<file path="src/rtl/duck_game_pkg.sv">
// rtl/duck_game_pkg.sv - shared state codes and screen constants for the duck-hunt game flow
package duck_game_pkg;

  typedef enum logic [2:0] {
    ST_IDLE = 3'd0,
    ST_PLAY = 3'd1,
    ST_HIT  = 3'd2,
    ST_MISS = 3'd3,
    ST_NEXT = 3'd4,
    ST_OVER = 3'd5
  } state_t;

  localparam int H_VISIBLE      = 640;
  localparam int V_VISIBLE      = 480;
  localparam int FRAME_LINE_DEF = V_VISIBLE;
  localparam int COUNT_W        = $clog2(H_VISIBLE);
  localparam int SCORE_W        = 8;

  function automatic logic [SCORE_W-1:0] sat_inc(input logic [SCORE_W-1:0] v);
    return (&v) ? v : v + 1'b1;
  endfunction

endpackage

</file>
<file path="src/rtl/frame_tick_gen.sv">
// rtl/frame_tick_gen.sv - registered one-cycle pulse at the start of the frame line
module frame_tick_gen
  import duck_game_pkg::*;
#(
  parameter int FRAME_LINE = FRAME_LINE_DEF
) (
  input  logic               vga_clk,
  input  logic               reset,
  input  logic [COUNT_W-1:0] hcount,
  input  logic [COUNT_W-1:0] vcount,
  output logic               frame_tick
);

  always_ff @(posedge vga_clk) begin
    if (reset) begin
      frame_tick <= 1'b0;
    end else begin
      frame_tick <= (vcount == COUNT_W'(FRAME_LINE)) && (hcount == '0);
    end
  end

endmodule

</file>
<file path="src/rtl/duck_game_sequencer.sv">
// rtl/duck_game_sequencer.sv - round sequencing, fire gating, hit detection and scoring
// Optional early game over on misses: DUCK_SEQ_MISS_LIMIT_EN
module duck_game_sequencer
  import duck_game_pkg::*;
#(
  parameter int SHOTS_PER_DUCK  = 3,
  parameter int DUCKS_PER_ROUND = 10,
  parameter int HOLD_FRAMES     = 30,
  parameter int FRAME_LINE      = FRAME_LINE_DEF
`ifdef DUCK_SEQ_MISS_LIMIT_EN
  ,
  parameter int MISS_LIMIT      = 3
`endif
) (
  input  logic               vga_clk,
  input  logic               reset,
  input  logic [COUNT_W-1:0] hcount,
  input  logic [COUNT_W-1:0] vcount,
  input  logic               fire,
  input  logic               duck_draw,
  input  logic               shot_draw,
  input  logic               shot_active,
  output logic               fire_gate,
  output logic               duck_run,
  output logic               duck_respawn,
  output logic [2:0]         state,
  output logic [SCORE_W-1:0] score,
  output logic [1:0]         shots_left,
  output logic [3:0]         duck_idx
);

  state_t               state_q, state_d;
  logic                 fire_q, fire_edge, frame_tick;
  logic                 hit_latch, hit_d;
  logic [5:0]           hold_cnt, hold_d;
  logic [SCORE_W-1:0]   score_d;
  logic [1:0]           shots_d;
  logic [3:0]           idx_d;
  logic                 gate_d, respawn_d, game_end;

  frame_tick_gen #(.FRAME_LINE(FRAME_LINE)) u_frame_tick_gen (
    .vga_clk    (vga_clk),
    .reset      (reset),
    .hcount     (hcount),
    .vcount     (vcount),
    .frame_tick (frame_tick)
  );

  assign fire_edge = fire & ~fire_q;
  assign state     = state_q;

`ifdef DUCK_SEQ_MISS_LIMIT_EN
  logic [3:0] miss_cnt, miss_d;

  always_ff @(posedge vga_clk) begin
    if (reset) begin
      miss_cnt <= '0;
    end else begin
      miss_cnt <= miss_d;
    end
  end
`endif

  always_comb begin
    state_d   = state_q;
    score_d   = score;
    shots_d   = shots_left;
    idx_d     = duck_idx;
    hold_d    = hold_cnt;
    hit_d     = hit_latch;
    gate_d    = 1'b0;
    respawn_d = 1'b0;
    game_end  = 1'b0;

    case (state_q)
      ST_IDLE: begin
        if (fire_edge) begin
          score_d   = '0;
          idx_d     = '0;
          shots_d   = 2'(SHOTS_PER_DUCK);
          respawn_d = 1'b1;
          state_d   = ST_PLAY;
        end
      end
      ST_PLAY: begin
        if (fire_edge && shots_left != 2'd0 && !shot_active) begin
          gate_d  = 1'b1;
          shots_d = shots_left - 2'd1;
        end
        if (duck_draw && shot_draw) hit_d = 1'b1;
        // A hit recorded this frame takes priority over running out of shots
        if (frame_tick) begin
          if (hit_latch) begin
            score_d = sat_inc(score);
            state_d = ST_HIT;
          end else if (shots_left == 2'd0 && !shot_active) begin
            state_d = ST_MISS;
          end
        end
      end
      ST_HIT, ST_MISS: begin
        if (frame_tick) begin
          if (hold_cnt + 6'd1 == 6'(HOLD_FRAMES)) state_d = ST_NEXT;
          else                                    hold_d  = hold_cnt + 6'd1;
        end
      end
      ST_NEXT: begin
        idx_d    = duck_idx + 4'd1;
        game_end = (idx_d == 4'(DUCKS_PER_ROUND));
`ifdef DUCK_SEQ_MISS_LIMIT_EN
        game_end = game_end || (miss_cnt >= 4'(MISS_LIMIT));
`endif
        if (game_end) begin
          state_d = ST_OVER;
        end else begin
          respawn_d = 1'b1;
          shots_d   = 2'(SHOTS_PER_DUCK);
          state_d   = ST_PLAY;
        end
      end
      ST_OVER: begin
        if (fire_edge) state_d = ST_IDLE;
      end
      default: state_d = ST_IDLE;
    endcase

    if (frame_tick) hit_d = 1'b0;
    if (state_d != state_q) begin
      hit_d  = 1'b0;
      hold_d = '0;
    end

`ifdef DUCK_SEQ_MISS_LIMIT_EN
    miss_d = miss_cnt;
    if (state_q == ST_IDLE)                             miss_d = '0;
    else if (state_d == ST_MISS && state_q != ST_MISS) miss_d = miss_cnt + 4'd1;
`endif
  end

  always_ff @(posedge vga_clk) begin
    if (reset) begin
      state_q      <= ST_IDLE;
      fire_q       <= 1'b0;
      hit_latch    <= 1'b0;
      hold_cnt     <= '0;
      score        <= '0;
      shots_left   <= 2'(SHOTS_PER_DUCK);
      duck_idx     <= '0;
      fire_gate    <= 1'b0;
      duck_run     <= 1'b0;
      duck_respawn <= 1'b0;
    end else begin
      state_q      <= state_d;
      fire_q       <= fire;
      hit_latch    <= hit_d;
      hold_cnt     <= hold_d;
      score        <= score_d;
      shots_left   <= shots_d;
      duck_idx     <= idx_d;
      fire_gate    <= gate_d;
      duck_run     <= (state_d == ST_PLAY);
      duck_respawn <= respawn_d;
    end
  end

endmodule
</file>
<file path="config.mk">
export PLATFORM = sky130hd
export DESIGN_NAME = duck_game_sequencer
export DESIGN_NICKNAME = d
export VERILOG_FILES = /design/src/rtl/duck_game_pkg.sv /design/src/rtl/frame_tick_gen.sv /design/src/rtl/duck_game_sequencer.sv
export SDC_FILE = /design/constraint.sdc
export NUM_CORES = 1
export LEC_CHECK = 0
export ABC_AREA = 1
export CAP_MARGIN = 25
export CORE_MARGIN = 4
export CORE_UTILIZATION = 43
export DETAILED_ROUTE_END_ITERATION = 16
export PLACE_DENSITY = 0.72
export SYNTH_ARGS = -nofsm -noshare
export SYNTH_HDL_FRONTEND = slang
export SYNTH_SLANG_ARGS = --single-unit
</file>
<file path="constraint.sdc">
create_clock -name vga_clk -period 1.39 [get_ports vga_clk]
set_input_delay 0.278 -clock vga_clk [delete_from_list [all_inputs] [get_ports vga_clk]]
set_output_delay 0.278 -clock vga_clk [all_outputs]
set_load 0.01 [all_outputs]
</file>
# Yosys cells after proc, flatten, opt, wreduce, memory -nomap -nowiden
# Index checks and enable logic that the tools add are counted.
classes:
  n_addsub: 4
  eq_ne: 16
  mux: 24
  bitwise: 4
  reduce_logical: 23
ops:
  columns: ["operator", "n"]
  rows:
  - ["$mux W8", 4]
  - ["$mux W3", 8]
  - ["$pmux W8 S2", 1]
  - ["$pmux W3 S5", 1]
  - ["$eq A10 B9 Y1 const B", 1]
  - ["$logic_not A10 Y1", 1]
  - ["$ne A2 B2 Y1 const B", 5]
  - ["$add A8 B1 Y8 const B", 1]
  - ["$pmux W4 S2", 1]
  - ["$reduce_and A8 Y1", 1]
  - ["$add A6 B1 Y6 const B", 1]
  - ["$eq A3 B1 Y1 const B", 2]
  - ["$eq A3 B2 Y1 const B", 2]
  - ["$eq A3 B3 Y1 const B", 2]
  - ["$eq A6 B5 Y1 const B", 1]
  - ["$mux W2", 3]
  - ["$pmux W2 S3", 1]
  - ["$reduce_bool A2 Y1", 3]
  - ["$reduce_or A2 Y1", 3]
  - ["$logic_and A1 B1 Y1", 5]
  - ["$reduce_and A5 Y1", 1]
  - ["$add A4 B1 Y4 const B", 1]
  - ["$eq A4 B4 Y1 const B", 1]
  - ["$mux W4", 1]
  - ["other kinds (15)", 20]
word_totals:
  ff_bits: 29
  inputBits: 26
  output_inout_bits: 20
  elab_cells: 82

# Logic depth before layout (Yosys ltp)
depth:
  ltp_word: 8
  mapped_depth: 14

# By module
# From an unflattened synthesis, not the netlist that was laid out.
unflattened:
  cells_unflattened: 267
  hier_area_um2: 1800.5
modules_own_cells:
  columns: ["mod", "instances", "cells_per_inst", "area_each_um2", "seq_area_each_um2"]
  rows:
  - ["duck_game_sequencer", 1, 245, 1696.6, 560.5]
  - ["frame_tick_gen", 1, 22, 103.8, 20.0]

# Worst setup path after synthesis
# OpenSTA, ideal clock, no wires.
synth_path:
  path_kind: "register to register"
  from: "register score[0]"
  to: "register score[1]"
  setup_ns: 0.071
  t_arrival_ns: 1.485
  required_time_ns: 1.319
  path_slack_ns: -0.165
  stages_incl_launch_ff: 10
  path_buffers: 0
  cell_sequence: "dfxtp_1 > ha_1 > nand2_1 > nor2_1 > nand4_1 > a21oi_2 > nor2_8 > inv_1 > nand2_1 > a21oi_1"
synth_via:
  elab_chain_cells: 5
synth_rtl:
  columns: ["element", "line", "source"]
  rows:
  - ["from (decl)", "duck_game_sequencer.sv:27", "output logic [SCORE_W-1:0] score,"]
  - ["from (signal assigned)", "duck_game_sequencer.sv:157", "score <= score_d;"]
  - ["$add A8 B1 Y8", "duck_game_pkg.sv:20", "return (&v) ? v : v + 1'b1;"]
  - ["$mux W8", "duck_game_pkg.sv:20", null]
  - ["$mux W8", "duck_game_sequencer.sv:93", "if (hit_latch) begin"]
  - ["$mux W8", "duck_game_sequencer.sv:92", "if (frame_tick) begin"]
  - ["$pmux W8 S2", "duck_game_sequencer.sv:75", "case (state_q)"]
# Several ways; a longest one is shown, not always the timed one. The select of a mux whose other input is x is not followed.
# A chain may end at the register's enable or synchronous reset.

# Worst setup path in the final report
layout_path:
  from: "register hold_cnt[1]"
  to: "register hold_cnt[4]"
layout_via:
  elab_chain_cells: 7
layout_rtl:
  columns: ["element", "line", "source"]
  rows:
  - ["from (decl)", "duck_game_sequencer.sv:35", "logic [5:0] hold_cnt, hold_d;"]
  - ["from (signal assigned)", "duck_game_sequencer.sv:156", "hold_cnt <= hold_d;"]
  - ["$add A6 B1 Y6 (*)", "duck_game_sequencer.sv:103, duck_game_sequencer.sv:104", null]
  - ["$eq A6 B5 Y1", "duck_game_sequencer.sv:103", "if (hold_cnt + 6'd1 == 6'(HOLD_FRAMES)) state_d = ST_NEXT;"]
  - ["$mux W3", "duck_game_sequencer.sv:103", null]
  - ["$mux W3", "duck_game_sequencer.sv:102", "if (frame_tick) begin"]
  - ["$pmux W3 S5", "duck_game_sequencer.sv:75", null]
  - ["$ne A3 B3 Y1", "duck_game_sequencer.sv:128", "if (state_d != state_q) begin"]
  - ["$reduce_or A2 Y1 (no source line)", null, null]
# Mark *: on every way between the ends. The rest lies on a longest branch, timed or not.

==> results_dict.tcl <==
set metrics [dict create \
    ir_worst_vdd_mv 0.404 \
    synth_top_family_by_area "simple AND/OR/NAND/NOR gates" \
    nNetsFinal 364 \
    p_leak_nw 1.28 \
    grt_pass1_vias 1806 \
    synth_fp_nets 267 \
    ant_nets 0 \
    cp_top_family "simple AND/OR/NAND/NOR gates" \
    critPathBufInv 1 \
    yosysWarningCount 0 \
    rows 22 \
    cts_tree "built" \
    rsz0062_at_grt "true" \
    synth_commonest_cells "nand2_1, inv_1, dfxtp_1" \
    synthAdderAreaFrac_pct 4.47 \
    clkSinkCount 29 \
    cts.htree.levels 2 \
    clk_latency_ns 0.28 \
    critPathMaxStageDelay_ns 0.38 \
    min_path_type "in2reg" \
    cp_data_arrival_time_ns 1.83 \
    status "finished with violations" \
    period_minus_slack_ns 1.61 \
    start_util_pct 45.2 \
    drive_gt1_share_pct 39.6 \
    endpoint_kind "register" \
    pre_cts_ws_ns -0.443 \
    synth_cells 235 \
    final_cells 381 \
    path_class "reg2reg" \
    drt_iter0_drc 80 \
    yosys-top-cells-area "dfxtp_1, nand2_1, inv_1, nor2_1, ha_1" \
    path_clk_slew_ns 0.06 \
    critPathLaunchType "register" \
    post_drt_wl_per_cell_um 12.8 \
    seq_area_frac_synth_pct 34.6 \
    vias 1878 \
    clk_path_buf_depth 2 \
    hold-path-cell-count 3 \
    gp_congestion 0.880 \
    yosys-mux-area-fraction_pct 0 \
    hold_ws_ns 0.267 \
    chipHeight_um 70.5 \
    cts_buffers 5 \
    cp_slowest_cell "dfxtp_4" \
    max_slew_margin_pct 79.9 \
    die-area_um2 4970 \
    routed_wl_mm 4.87 \
    areaGrowthSynthToFinish_pct 71.8 \
    r2r_cells 10 \
    netlist_area_um2 1680 \
    syn_area_per_cell_um2 7.15 \
    die_w_um 70.5 \
    antenna_cells 0 \
    coreArea_um2 3720 \
    dp_hpwl_mm 3.29 \
    vias_per_cell 4.93 \
    slew_viol_final 0 \
    regToRegEndpoint "hold_cnt[4]" \
    required_ns 1.61 \
    maxCapViolations 0 \
    root_buffer "clkbuf_8" \
    synth-simple-area-share_pct 37.1 \
    crit_top_cell "nand2_4" \
    synth_cell_type_count 33 \
    finalSetupViolations 19 \
    num-fill-cells 281 \
    synth_seq_cells 29 \
    min_from "fire" \
    cp_max_fo 7 \
    yosysTopAreaCell "dfxtp_1" \
    synthArstFlopShare_pct 0 \
    antenna_found_initial 0 \
    drc 0 \
    place_inst 364 \
    grt_max_degree 14 \
    skew_ns 0.00854 \
    timing.fmax_mhz 622 \
    synth_edf_count 0 \
    dr.pass1.iters 4 \
    ys.flop_type "dfxtp_1" \
    hold_viol 0 \
    cp_cell_sequence "ha_4 > nand2_4 > buf_4 > o21ai_4 > nor2_4 > nand3_2 > nand2_4 > nand2_4 > nand4_4 > nor2_2" \
    yosysMostFrequentCell "nand2_1" \
    fin_crit_sh_pct 116 \
    r2r_start "hold_cnt[1]" \
    violations "negative setup slack" \
    grt_pass1_wl_mm 7.81 \
    fin_ws_ns -0.217 \
    portBuffers 45 \
    final_util_pct 77.6 \
    tightest_slew_ns 0.300 \
    grt_use_total_pct 19.5 \
    powerDensity_nw_per_um2 674 \
    synth-compound-area-share_pct 10.9 \
    io_pins 46 \
    synth-xor-area-share_pct 3.13 \
    yosysTopAreaCellShare_pct 34.6 \
    grt-ovfl-total 0 \
    r2r_setup_slack_ns -0.22 \
    min_delay_worst_endpoint "fire_q" \
]
==> metal layers <==
| metal | routed length (um) | up-vias | global-route usage (%) |
|---|---|---|---|
| met5 | 0 | - | 0 |
| met4 | 71 | 0 | 6.81 |
| met3 | 343 | 9 | 6.47 |
| met2 | 2520 | 52 | 33.6 |
| met1 | 1940 | 867 | 22.3 |
| li1 | - | 950 | - |
==> worst register-to-register path, cell delays in order, from the launching register on <==
cell and delay [ns]:
dfxtp_4 0.38, ha_4 0.17, nand2_4 0.06, buf_4 0.14, o21ai_4 0.15, nor2_4 0.08
nand3_2 0.08, nand2_4 0.08, nand2_4 0.08, nand4_4 0.18, nor2_2 0.15
==> registers in the layout, indices dropped and copies added, names as in the netlist, 2 cells and up <==
name        cells
score           8
hold_cnt        6
duck_idx        4
state           3
shots_left      2
==> per-stage QoR <==
stage	instance area (um2)	TNS, ns	power, W
3_5_place_dp	2510	-8.50	0.00121
5_1_grt	2880	-4.05	0.00204
6_report	2880	-2.50	0.00195
2_1_floorplan	1730	-0.861	0.00102
4_1_cts	2680	-2.41	0.00192
3_3_place_gp	2510	-8.52	0.00120
==> cells by family after synthesis <==
logic type | after synthesis
AOI/OAI and AO/OA | 32
and+or+nand+nor | 120
adders and majority gates | 6
DFF | 29
buffers and inverters | 42
xor gates and xnor gates | 6
==> timing repair <==
| item | in CTS | in global routing |
|---|---|---|
| gates cloned | 2 | 0 |
| gates resized for setup | 40 | 45 |
| setup buffers | 5 | 2 |
| setup endpoints to repair | 41 | 22 |
| hold buffers | 0 | 0 |
| pin swaps | 8 | 10 |
| hold endpoints to repair | 0 | 0 |
==> power breakdown <==
| group | switching, W | internal, W |
|---|---|---|
| Combinational | 0.000174 | 0.000199 |
| Clock | 0.000308 | 0.000403 |
| Sequential | 0.0000166 | 0.000844 |
| Total | 0.000499 | 0.00145 |
==> worst max-delay path by stage <==
stage / from / endpoint / slack, ns / cells past startpoint
2_1_floorplan: hold_cnt[1] / hit_latch / -0.07 / 12
6_report: hold_cnt[1] / hold_cnt[4] / -0.22 / 10
5_1_grt: hold_cnt[1] / hold_cnt[4] / -0.29 / 10
3_3_place_gp: fire / hit_latch / -0.42 / 8
4_1_cts: hold_cnt[1] / hold_cnt[4] / -0.20 / 12
3_5_place_dp: fire / score[5] / -0.44 / 11
==> layout make-up <==
| type | instances | area (um2) | area share, % |
|---|---|---|---|
| multi-input combinational | 166 | 1180 | 41.0 |
| sequential | 29 | 609 | 21.1 |
| timing repair buffer | 90 | 788 | 27.3 |
| tap | 48 | 60.1 | 2.08 |
| inverter | 40 | 155 | 5.38 |
| clock buffer | 8 | 90.1 | 3.12 |
==> cells in the final DEF, fill, tap and decap left out, types with 9 or more instances in the layout <==
cell type        synthesis  routed
clkdlybuf4s50_1          0      24
nand2_2                  5      13
nand2_1                 46      33
a21oi_1                 14       9
buf_4                    0      42
inv_1                   37      33
nand3_1                 12      12
nor2_1                  23      19
dlygate4sd2_1            0      19
dfxtp_1                 29      18
(Power assumes the default switching activity.)
